<file path="config.mk">
export PLATFORM = sky130hd
export DESIGN_NAME = adc128s022_emulator
export DESIGN_NICKNAME = d
export VERILOG_FILES = /design/src/rtl/adc128s022_emulator.sv
export SDC_FILE = /design/constraint.sdc
export NUM_CORES = 1
export LEC_CHECK = 0
export BUFFER_PORTS_ARGS = -buffer_cell sky130_fd_sc_hd__clkbuf_2
export CAP_MARGIN = 20
export CORE_ASPECT_RATIO = 1.25
export CORE_MARGIN = 10
export CORE_UTILIZATION = 41
export DETAILED_ROUTE_END_ITERATION = 10
export GPL_ROUTABILITY_DRIVEN = 0
export GPL_TIMING_DRIVEN = 0
export PLACE_DENSITY_LB_ADDON = 0.05
export SYNTH_ARGS = -nofsm -noshare
export SYNTH_HDL_FRONTEND = slang
export SYNTH_SLANG_ARGS = --single-unit
export TNS_END_PERCENT = 30
</file>
<file path="constraint.sdc">
create_clock -name i_clock -period 4.49 [get_ports i_clock]
set_input_delay 1.347 -clock i_clock [delete_from_list [all_inputs] [get_ports i_clock]]
set_output_delay 1.347 -clock i_clock [all_outputs]
set_load 0.005 [all_outputs]
</file>
<file path="src/rtl/adc128s022_emulator.sv">
// adc128s022_emulator: SPI responder that stands in for the ADC128S022, returning a per-channel ramp on DOUT.
module adc128s022_emulator #(
   parameter int STEP        = 1,
   parameter int SYNC_STAGES = 2
) (
   input  logic        i_clock,
   input  logic        i_reset,
   input  logic        i_spi_cs_n,
   input  logic        i_spi_sclk,
   input  logic        i_spi_din,
   output logic        o_spi_dout,
   output logic        o_spi_dout_oe,
   output logic [15:0] o_frame_count,
   output logic        o_frame_error,
   output logic [2:0]  o_last_channel
);
   typedef enum logic {S_IDLE, S_FRAME} state_t;
   state_t r_state, w_state_next;
   logic [SYNC_STAGES-1:0] r_cs_sync, r_sclk_sync, r_din_sync;
   logic        r_cs_d, r_sclk_d;
   logic [3:0]  r_bit_cnt;
   logic [2:0]  r_addr, r_addr_next;
   logic [15:0] r_shift;
   logic        r_dout;
   logic [15:0] r_frame_count;
   logic        r_frame_error;
   logic [2:0]  r_last_channel;
   logic [11:0] r_ramp [8];
   logic        w_cs, w_sclk, w_din;
   logic        w_cs_fall, w_cs_rise, w_sclk_rise, w_sclk_fall;
   logic        w_run, w_start, w_reload, w_shift, w_sample_din, w_frame_done;
   logic [15:0] w_ramp_word;

   assign w_cs         = r_cs_sync[SYNC_STAGES-1];
   assign w_sclk       = r_sclk_sync[SYNC_STAGES-1];
   assign w_din        = r_din_sync[SYNC_STAGES-1];
   assign w_cs_fall    = r_cs_d & ~w_cs;
   assign w_cs_rise    = ~r_cs_d & w_cs;
   assign w_sclk_rise  = ~r_sclk_d & w_sclk;
   assign w_sclk_fall  = r_sclk_d & ~w_sclk;
   // A frame only starts from a CS falling edge seen in idle, so a reset while CS is low stays idle.
   assign w_start      = w_cs_fall & (r_state == S_IDLE);
   assign w_run        = (r_state == S_FRAME) & ~w_cs;
   assign w_reload     = w_run & w_sclk_fall & (r_bit_cnt == 4'd0);
   assign w_shift      = w_run & w_sclk_fall & (r_bit_cnt != 4'd0);
   assign w_sample_din = w_run & w_sclk_rise & (r_bit_cnt >= 4'd2) & (r_bit_cnt <= 4'd4);
   assign w_frame_done = w_run & w_sclk_rise & (r_bit_cnt == 4'd15);
   assign w_ramp_word  = {4'b0000, r_ramp[r_addr]};

   assign o_spi_dout     = r_dout;
   assign o_spi_dout_oe  = (r_state == S_FRAME);
   assign o_frame_count  = r_frame_count;
   assign o_frame_error  = r_frame_error;
   assign o_last_channel = r_last_channel;

   always_ff @(posedge i_clock) begin
      if (i_reset) begin
         r_cs_sync   <= '0;
         r_sclk_sync <= '0;
         r_din_sync  <= '0;
         r_cs_d      <= 1'b0;
         r_sclk_d    <= 1'b0;
      end else begin
         r_cs_sync   <= {r_cs_sync[SYNC_STAGES-2:0], i_spi_cs_n};
         r_sclk_sync <= {r_sclk_sync[SYNC_STAGES-2:0], i_spi_sclk};
         r_din_sync  <= {r_din_sync[SYNC_STAGES-2:0], i_spi_din};
         r_cs_d      <= w_cs;
         r_sclk_d    <= w_sclk;
      end
   end

   always_ff @(posedge i_clock) begin
      if (i_reset) r_state <= S_IDLE;
      else r_state <= w_state_next;
   end

   always_comb begin
      w_state_next = r_state;
      if (r_state == S_IDLE && w_cs_fall) w_state_next = S_FRAME;
      if (r_state == S_FRAME && w_cs) w_state_next = S_IDLE;
   end

   always_ff @(posedge i_clock) begin
      if (i_reset) begin
         r_bit_cnt      <= 4'd0;
         r_addr         <= 3'd0;
         r_addr_next    <= 3'd0;
         r_shift        <= 16'd0;
         r_dout         <= 1'b0;
         r_frame_count  <= 16'd0;
         r_frame_error  <= 1'b0;
         r_last_channel <= 3'd0;
         for (int n = 0; n < 8; n++) r_ramp[n] <= 12'(n << 9);
      end else begin
         r_bit_cnt <= !w_run ? 4'd0 : w_sclk_rise ? r_bit_cnt + 4'd1 : r_bit_cnt;
         if (w_sample_din) r_addr_next <= {r_addr_next[1:0], w_din};
         if (w_frame_done) begin
            r_frame_count        <= r_frame_count + 16'd1;
            r_last_channel       <= r_addr;
            r_ramp[r_addr]       <= r_ramp[r_addr] + 12'(STEP);
            r_addr               <= r_addr_next;
         end
         if (w_start || w_reload) begin
            r_shift <= w_ramp_word;
            r_dout  <= w_ramp_word[15];
         end else if (w_shift) begin
            r_shift <= {r_shift[14:0], 1'b0};
            r_dout  <= r_shift[14];
         end else if (w_cs) begin
            r_dout  <= 1'b0;
         end
         if (w_cs_rise && r_bit_cnt != 4'd0) r_frame_error <= 1'b1;
      end
   end
endmodule

</file>
==> results of run 1 <==
critical path: cells and delay by family, from the launching register on:
kind,cells,cell delay [ps]
buf+inv,3,730
flops,1,340
fa+ha+maj,1,300
xor+xnor,1,300
mux,2,1090
simple gates,3,410
Yosys cell counts, drive strengths merged, types with 2 or more instances:
| library cell | count | area, um^2 |
|---|---|---|
| nand2 | 30 | 113 |
| nand4b | 2 | 17.5 |
| a211oi | 10 | 75.1 |
| nor2 | 140 | 526 |
| inv | 7 | 26.3 |
| xnor2 | 14 | 175 |
| edfxtp | 96 | 2880 |
| and2 | 3 | 18.8 |
| nand4 | 5 | 37.5 |
| buf | 8 | 71.3 |
| nor3 | 7 | 40.0 |
| nor4 | 2 | 42.5 |
| mux2i | 19 | 250 |
| xor2 | 12 | 113 |
| ha | 5 | 62.6 |
| nor2b | 13 | 81.3 |
| or3 | 3 | 18.8 |
| nand3 | 13 | 65.1 |
| and3 | 2 | 12.5 |
| o21ai | 4 | 20.0 |
| and3b | 2 | 17.5 |
| dfxtp | 58 | 1160 |
| nand2b | 16 | 100 |
| clkbuf | 20 | 75.1 |
| a21oi | 22 | 110 |
| mux4 | 24 | 552 |
| and4 | 2 | 17.5 |
final timing paths:
kind,from,to,cells after the start
min reg2reg,r_cs_sync[0],r_cs_sync[1],1
max,flop,r_ramp[3][6],10
max reg2reg,flop,r_ramp[3][6],10
min,r_cs_sync[0],r_cs_sync[1],1
power by group through the flow:
stage               clock network, mW  registers, mW  logic, mW
finish                           1.49           1.56      0.122
global route                     1.57           1.57      0.134
CTS                              1.51           1.56      0.125
detailed placement                  0           1.59      0.124
global placement                    0           1.59      0.123
floorplan                           0           1.59     0.0873
sequential cells by signal, summed over array words and instances (netlist names), named ones only:
signal	flops
o_last_channel	3
r_addr	3
o_spi_dout	1
o_frame_error	1
r_cs_d	1
r_cs_sync	2
r_bit_cnt	4
r_shift	15
r_din_sync	2
r_ramp	96
r_addr_next	3
r_sclk_d	1
r_sclk_sync	2
o_frame_count	16
o_spi_dout_oe	1
per-stage QoR:
step                      util, %  worst slack [ps]  cells  power (mW)  cell area (um^2)
final                        48.1              1040    822        3.18              7790
after global routing         48.1               861    822        3.27              7790
after CTS                    48.1              1050    822        3.20              7790
after detailed placement     44.2               891    791        1.72              7160
after global placement       44.2               906    791        1.71              7160
after floorplan                 -              1650    550        1.67              6770
layer usage:
| metal | routed length [um] | vias to the layer above | share of wire [%] | track usage [%] |
|---|---|---|---|---|
| met1 | 6820 | 2153 | 42 | 18.2 |
| li1 | - | 2033 | - | - |
| met3 | 698 | 31 | 4.3 | 3.87 |
| met5 | 0 | - | 0 | 0 |
| met2 | 8400 | 86 | 52 | 27.0 |
| met4 | 370 | 0 | 2.3 | 5.75 |
final cells by class:
cell class                 instances  area [um^2]  area share, %
multi-input combinational        360         2540           32.7
clock inverter                     2         10.0          0.128
timing repair buffer              25          125           1.61
buffer                            28          146           1.88
inverter                           8         30.0          0.385
clock buffer                      29          623           7.99
tap                              216          270           3.47
sequential                       154         4040           51.9
kinds of logic after synthesis:
logic type,after synthesis
multiplexers,44
adder cells (fa/ha/maj),5
AO/OA/AOI/OAI,40
AND/OR/NAND/NOR,245
flip-flops,154
XOR/XNOR,26
buffers and inverters,36
==> key figures, run 1 <==
Synthesis
  – Simple-gate share of the synthesized area: ~17%
  – Largest family of logic cells by synthesized area: simple AND/OR/NAND/NOR gates
  – Post-synthesis compound-gate area fraction: roughly 3.5%
  – Synth Register Bits: around 150
  – XOR/XNOR Fraction of Synth Area: roughly 4.3%
  – Synthesis Warnings: 0
  – Mapped Nets: 560
  – Post-synth EDFFs: 96
  – Fraction of registers with async set/reset: 0%
  – Post-Synth Adder-Cell Area: less than 1%
  – Register area share after synthesis: roughly three fifths
  – Mapped Cells: 550
  – Average size of a mapped cell: 12.3 um^2
  – Primary FF master, synth: edfxtp_1
  – Netlist Area Pre-Place: between 6000 and 7000 um^2
  – Synth cell types: 49
  – Mux contribution to synthesized area: 12.0%

Detailed routing
  – TritonRoute pass-1 iters: 5
  – Routed WL per cell: 19.8 um
  – Drt via density: between 5 and 6
  – DRT iter0 DRCs: 292
  – Total vias in the final route: around 4300
  – Post-DRT Antenna Nets: 0
  – Total Wirelength: ~16 mm
  – Residual DRC: 0

CTS
  – Clk buf depth: 2
  – Post-CTS sizing: 0
  – Num CTS Buffers: 17
  – Clk pin slew, worst setup/hold paths: 60 ps
  – CTS root buf: clkbuf_16
  – CTS tree: done
  – CTS sink cnt: approximately 150
  – # hold bufs at CTS: 0
  – H-tree Lvls: 4
  – Clk Latency, worst-skew pair: 420 ps
  – Post-CTS Repair Setup Buffers: 0

Worst setup path
  – Critical path endpoint category: flop
  – Type of origin of the critical path: flop
  – R2R setup slack: around 1000 ps
  – Crit path largest cell delay: 570 ps
  – Crit path max fanout: 9
  – Critical Path AT: between 3000 and 4000 ps
  – Critical path class: flop to flop
  – CP Cell Sequence: buf_6, mux4_2, mux2i_1, clkinv_1, ha_1, inv_1, nor3_2, and3b_1, xor2_2, nor2_1
  – Critical-path top delay cell: mux2i_1
  – CP Data Required Time: around 4600 ps

Timing
  – Hold slack: roughly 450 ps
  – Setup TNS: 0 ps
  – Slew margin rel.: around 39%
  – Hold Violations, Final: 0
  – Max Slew Vio Count: 0
  – Final period util: about three quarters
  – RSZ-0062 raised after global routing: false
  – Worst-Margin Slew: about 900 ps
  – Crit path time final: between 3000 and 4000 ps
  – Final setup vio count: 0
  – Worst Clk Skew: between 5 and 6 ps
  – Max Fclk: around 0.29 GHz

Cells and area
  – Most frequent cells in the layout: 140 x nor2_1, 96 x edfxtp_1, 58 x dfxtp_1, 30 x nand2_1, 26 x clkbuf_2
  – Most common cell after layout, fill and taps aside: nor2_1
  – N_diodes: 0
  – Layout cells sized above 1: around 17%
  – Filler Cells Inserted: 1488
  – Area grow syn2layout: 15.2%
  – Layout net count: between 600 and 700

Floorplan
  – Initial Utilization: about two fifths
  – Die area: ~22000 um^2
  – Die Y: approximately 160 um
  – Area of the core: 16200 um^2
  – FP Rows: 52
  – Die Width: approximately 130 um
  – I/O pin cnt: 27

Power and ir drop
  – Seq pwr share: roughly 49%
  – Switching pwr: between 0.6 and 0.7 mW
  – P_int: 2.53 mW
  – Gate power share: about 3.8%
  – Power share of the clock group: between 40% and 50%
  – Sw Ratio: 20.4%
  – Worst VDD drop: 0.236 mV
  – Pleak: 2.76 nW
  – PwrDens: between 400 and 500 nW/um^2

GRT
  – Total global routing track utilization: 15.6%
  – Initial antenna violation count: 0
  – Vias in the first global route: about 4500
  – First-pass GRT wire length: ~26 mm
  – Largest net degree at the start of global routing: 17
  – GR Overflow Total: 0

Run status
  – Outcome: finished, final reports clean

Place
  – Port Buffer Count: 25
  – DPL Wire Length: roughly 11 mm

Worst hold path
  – Hold WC Path Type: flop to flop

Flow run
  – Total of max-cap violations: 0
No activity file was read; power rests on OpenSTA's default activity.
==> inputs of run 2 (changes only) <==
ABC_AREA = 1   (was unset)
clock period = 2.95 ns   (was 4.49 ns; I/O delays follow)
==> key figures, run 2 <==
Worst setup path
  – Critical Path AT: 2890 ps (-700 ps)
  – Critical path endpoint category: flop
  – Crit path largest cell delay: 440 ps (-130 ps)
  – Type of origin of the critical path: flop
  – Critical path class: flop to flop
  – Crit-path leading delay family: simple AND/OR/NAND/NOR gates
  – Critical-path top delay cell: nand2_2
  – CP Buf/Inv Count: 4 (+1)
  – Crit path max fanout: 12 (+3)
  – CP Cell Sequence: ha_1, inv_1, nor3_1, nand2_1, buf_2, nor2_1, nand2_1, nor2_1, inv_1, clkbuf_1, nand2_2
  – CP Data Required Time: 3020 ps (-1610 ps)

Synthesis
  – Fraction of registers with async set/reset: 0% (unchanged)
  – Mapped Nets: 918 (+64%)
  – Primary FF master, synth: edfxtp_1
  – List of most frequent post-synthesis cells: 254 x nand2_1, 143 x nor2_1, 134 x inv_1
  – Top cell type's share of synthesized area: 39.5% (-3.1 points)
  – Mux contribution to synthesized area: 0% (-12 points)
  – Top cell type by total area after synthesis: edfxtp_1
  – XOR/XNOR Fraction of Synth Area: 1.17% (-3.1 points)
  – Synthesis Warnings: 0 (unchanged)
  – Netlist Area Pre-Place: 7290 um^2 (+7.8%)
  – Synth cell types: 35 (-29%)
  – Synth Register Bits: 154 (unchanged)
  – Post-synth EDFFs: 96 (unchanged)
  – Post-synthesis compound-gate area fraction: 5.35% (+1.9 points)
  – Largest family of logic cells by synthesized area: simple AND/OR/NAND/NOR gates
  – Cell with the most instances after synthesis: nand2_1
  – Average size of a mapped cell: 8.03 um^2 (-35%)
  – Mapped Cells: 908 (+65%)
  – Post-Synth Adder-Cell Area: 0.858% (-0.067 points)
  – Register area share after synthesis: 55.4% (-4.3 points)
  – Top cells by area, synth: edfxtp_1 40%, dfxtp_1 16%, nand2_1 13%, nor2_1 7.4%, inv_1 6.9%
  – Simple-gate share of the synthesized area: 27.7% (+11 points)

Detailed routing
  – DRT iter0 DRCs: 265 (-9.2%)
  – TritonRoute pass-1 iters: 6 (+1)
  – Residual DRC: 0 (unchanged)
  – Total vias in the final route: 5694 (+32%)
  – Routed WL per cell: 16.0 um (-19%)
  – Post-DRT Antenna Nets: 0 (unchanged)
  – Total Wirelength: 19.1 mm (+17%)
  – Drt via density: 4.78 (-8.7%)

Timing
  – Final period util: 95.5% (+19 points)
  – Max Fclk: 0.355 GHz (+23%)
  – Setup TNS: 0 ps (unchanged)
  – Final setup vio count: 0 (unchanged)
  – Worst-Margin Slew: 958 ps (+39.3 ps)
  – RSZ-0062 raised after global routing: true
  – Hold Violations, Final: 0 (unchanged)
  – Worst Clk Skew: 7.37 ps (+1.68 ps)
  – Max Slew Vio Count: 0 (unchanged)
  – Slew margin rel.: 36.2% (-2.6 points)
  – Crit path time final: 2820 ps (-635 ps)

Cells and area
  – Area grow syn2layout: 15.6%
  – Most frequent cells in the layout: 246 x nand2_1, 143 x nor2_1, 133 x inv_1, 96 x edfxtp_1, 67 x nand3_1
  – Layout cells sized above 1: 10.7% (-6.7 points)
  – Most common cell after layout, fill and taps aside: nand2_1
  – Reg with most FFs: r_ramp
  – N_diodes: 0 (unchanged)
  – Max reg flops: 96 (unchanged)
  – Layout net count: 964 (+60%)

Power and ir drop
  – Pleak: 3.50 nW (+27%)
  – Worst VDD drop: 0.371 mV (+57%)
  – PwrDens: 566 nW/um^2 (+39%)
  – Overall power: 4.77 mW (+50%)

Floorplan
  – FP Rows: 54 (+3.8%)
  – Die Width: 139 um (+3.3%)
  – Die Y: 169 um (+3.4%)
  – Die area: 23600 um^2 (+6.7%)
  – Area of the core: 17500 um^2 (+8.0%)
  – I/O pin cnt: 27 (unchanged)
  – Initial Utilization: 41.7% (-0.075 points)

Place
  – Port Buffer Count: 26 (+4.0%)
  – DPL Wire Length: 13.2 mm (+21%)

CTS
  – Clk buf depth: 2 (unchanged)
  – # hold bufs at CTS: 0 (unchanged)
  – CTS tree: done
  – H-tree Lvls: 4 (unchanged)
  – CTS root buf: clkbuf_16
  – Clk Latency, worst-skew pair: 420 ps (about the same)
  – Clk pin slew, worst setup/hold paths: 60 ps (about the same)
  – CTS sink cnt: 154 (unchanged)
  – Num CTS Buffers: 17 (unchanged)

GRT
  – Largest net degree at the start of global routing: 17 (unchanged)
  – GR Overflow Total: 0 (unchanged)
  – Vias in the first global route: 5617 (+25%)
  – Total global routing track utilization: 16.4% (+0.85 points)
  – First-pass GRT wire length: 30.5 mm (+19%)
  – Initial antenna violation count: 0 (unchanged)

Worst hold path
  – Hold WC Path Type: flop to flop

Flow run
  – Total of max-cap violations: 0 (unchanged)

Run status
  – Outcome: finished, final reports clean
-- run 2: cell types whose count changed in the layout (fill, tap and decap cells not counted), sizes merged, moves of 8 or more --
| cell | previous run | this run |
|---|---|---|
| clkbuf | 74 | 65 |
| o21ai | 4 | 30 |
| nor2b | 13 | 0 |
| nand2 | 30 | 260 |
| xnor2 | 14 | 2 |
| nand2b | 16 | 0 |
| mux4 | 24 | 0 |
| mux2i | 19 | 0 |
| nand3 | 13 | 69 |
| inv | 7 | 142 |
| buf | 8 | 21 |
| a31oi | 1 | 10 |
| a211oi | 10 | 2 |
-- run 2: worst min-delay path, delay by kind of cell (launching register included) --
kind	cells	cell delay, ps
flip-flops	1	300
AND/OR/NAND/NOR	1	30
buffers and inverters	1	40
-- run 2: power breakdown --
| part | total [mW] | switching (mW) | leakage [nW] | internal (mW) |
|---|---|---|---|---|
| clock network | 2.24 | 0.904 | 0.310 | 1.34 |
| registers | 2.35 | 0.0159 | 1.42 | 2.34 |
| logic | 0.175 | 0.129 | 1.78 | 0.0454 |
| total | 4.77 | 1.05 | 3.50 | 3.72 |
-- run 2: cells by family after synthesis --
logic type                 count (synthesis)
AOI/OAI and AO/OA                         72
DFF                                      154
buffers and inverters                    174
adders and majority gates                  5
xor gates and xnor gates                   8
and+or+nand+nor                          495
-- run 2: metal layers --
layer / track usage (%) / share of wire [%] / up-vias
li1: - / - / 2956
met1: 19.2 / 43 / 2625
met2: 29.2 / 51 / 88
met3: 3.05 / 3.6 / 25
met4: 6.09 / 2.0 / 0
met5: 0 / 0 / -
-- run 2: worst paths after layout --
path / from / endpoint / slack, ps / cells after the start
worst max-delay path: r_bit_cnt[1] / r_ramp[6][7] / 130 / 11
worst min-delay path: r_din_sync[0] / r_din_sync[1] / 400 / 2
worst max register to register: r_bit_cnt[1] / r_ramp[6][7] / 130 / 11
worst min register to register: r_din_sync[0] / r_din_sync[1] / 400 / 2
-- run 2: through the flow --
step	setup slack [ps]	hold WS (ps)	area, um^2	utilization (%)	cells
floorplan	656	388	7290	-	908
global placement	-350	389	7700	44.0	1158
detailed placement	-362	398	7700	44.0	1158
CTS	11.6	408	8340	47.7	1190
global route	-130	422	8430	48.2	1191
finish	134	404	8430	48.2	1191
-- run 2: area by class of cell --
class / instances / area (um^2)
fillers: 1747 / 9070
flip-flops and latches: 154 / 4050
multi-input cells: 580 / 2630
clock buffers: 24 / 557
inverters: 139 / 526
well taps: 224 / 280
plain buffers: 35 / 186
repair buffers: 27 / 150
clock inverters: 8 / 60.1
-- run 2: repair_timing --
item                       CTS  global route
setup buffers                0             1
setup endpoints to repair   87           136
gates resized for setup      8            20
pin swaps                    0             2
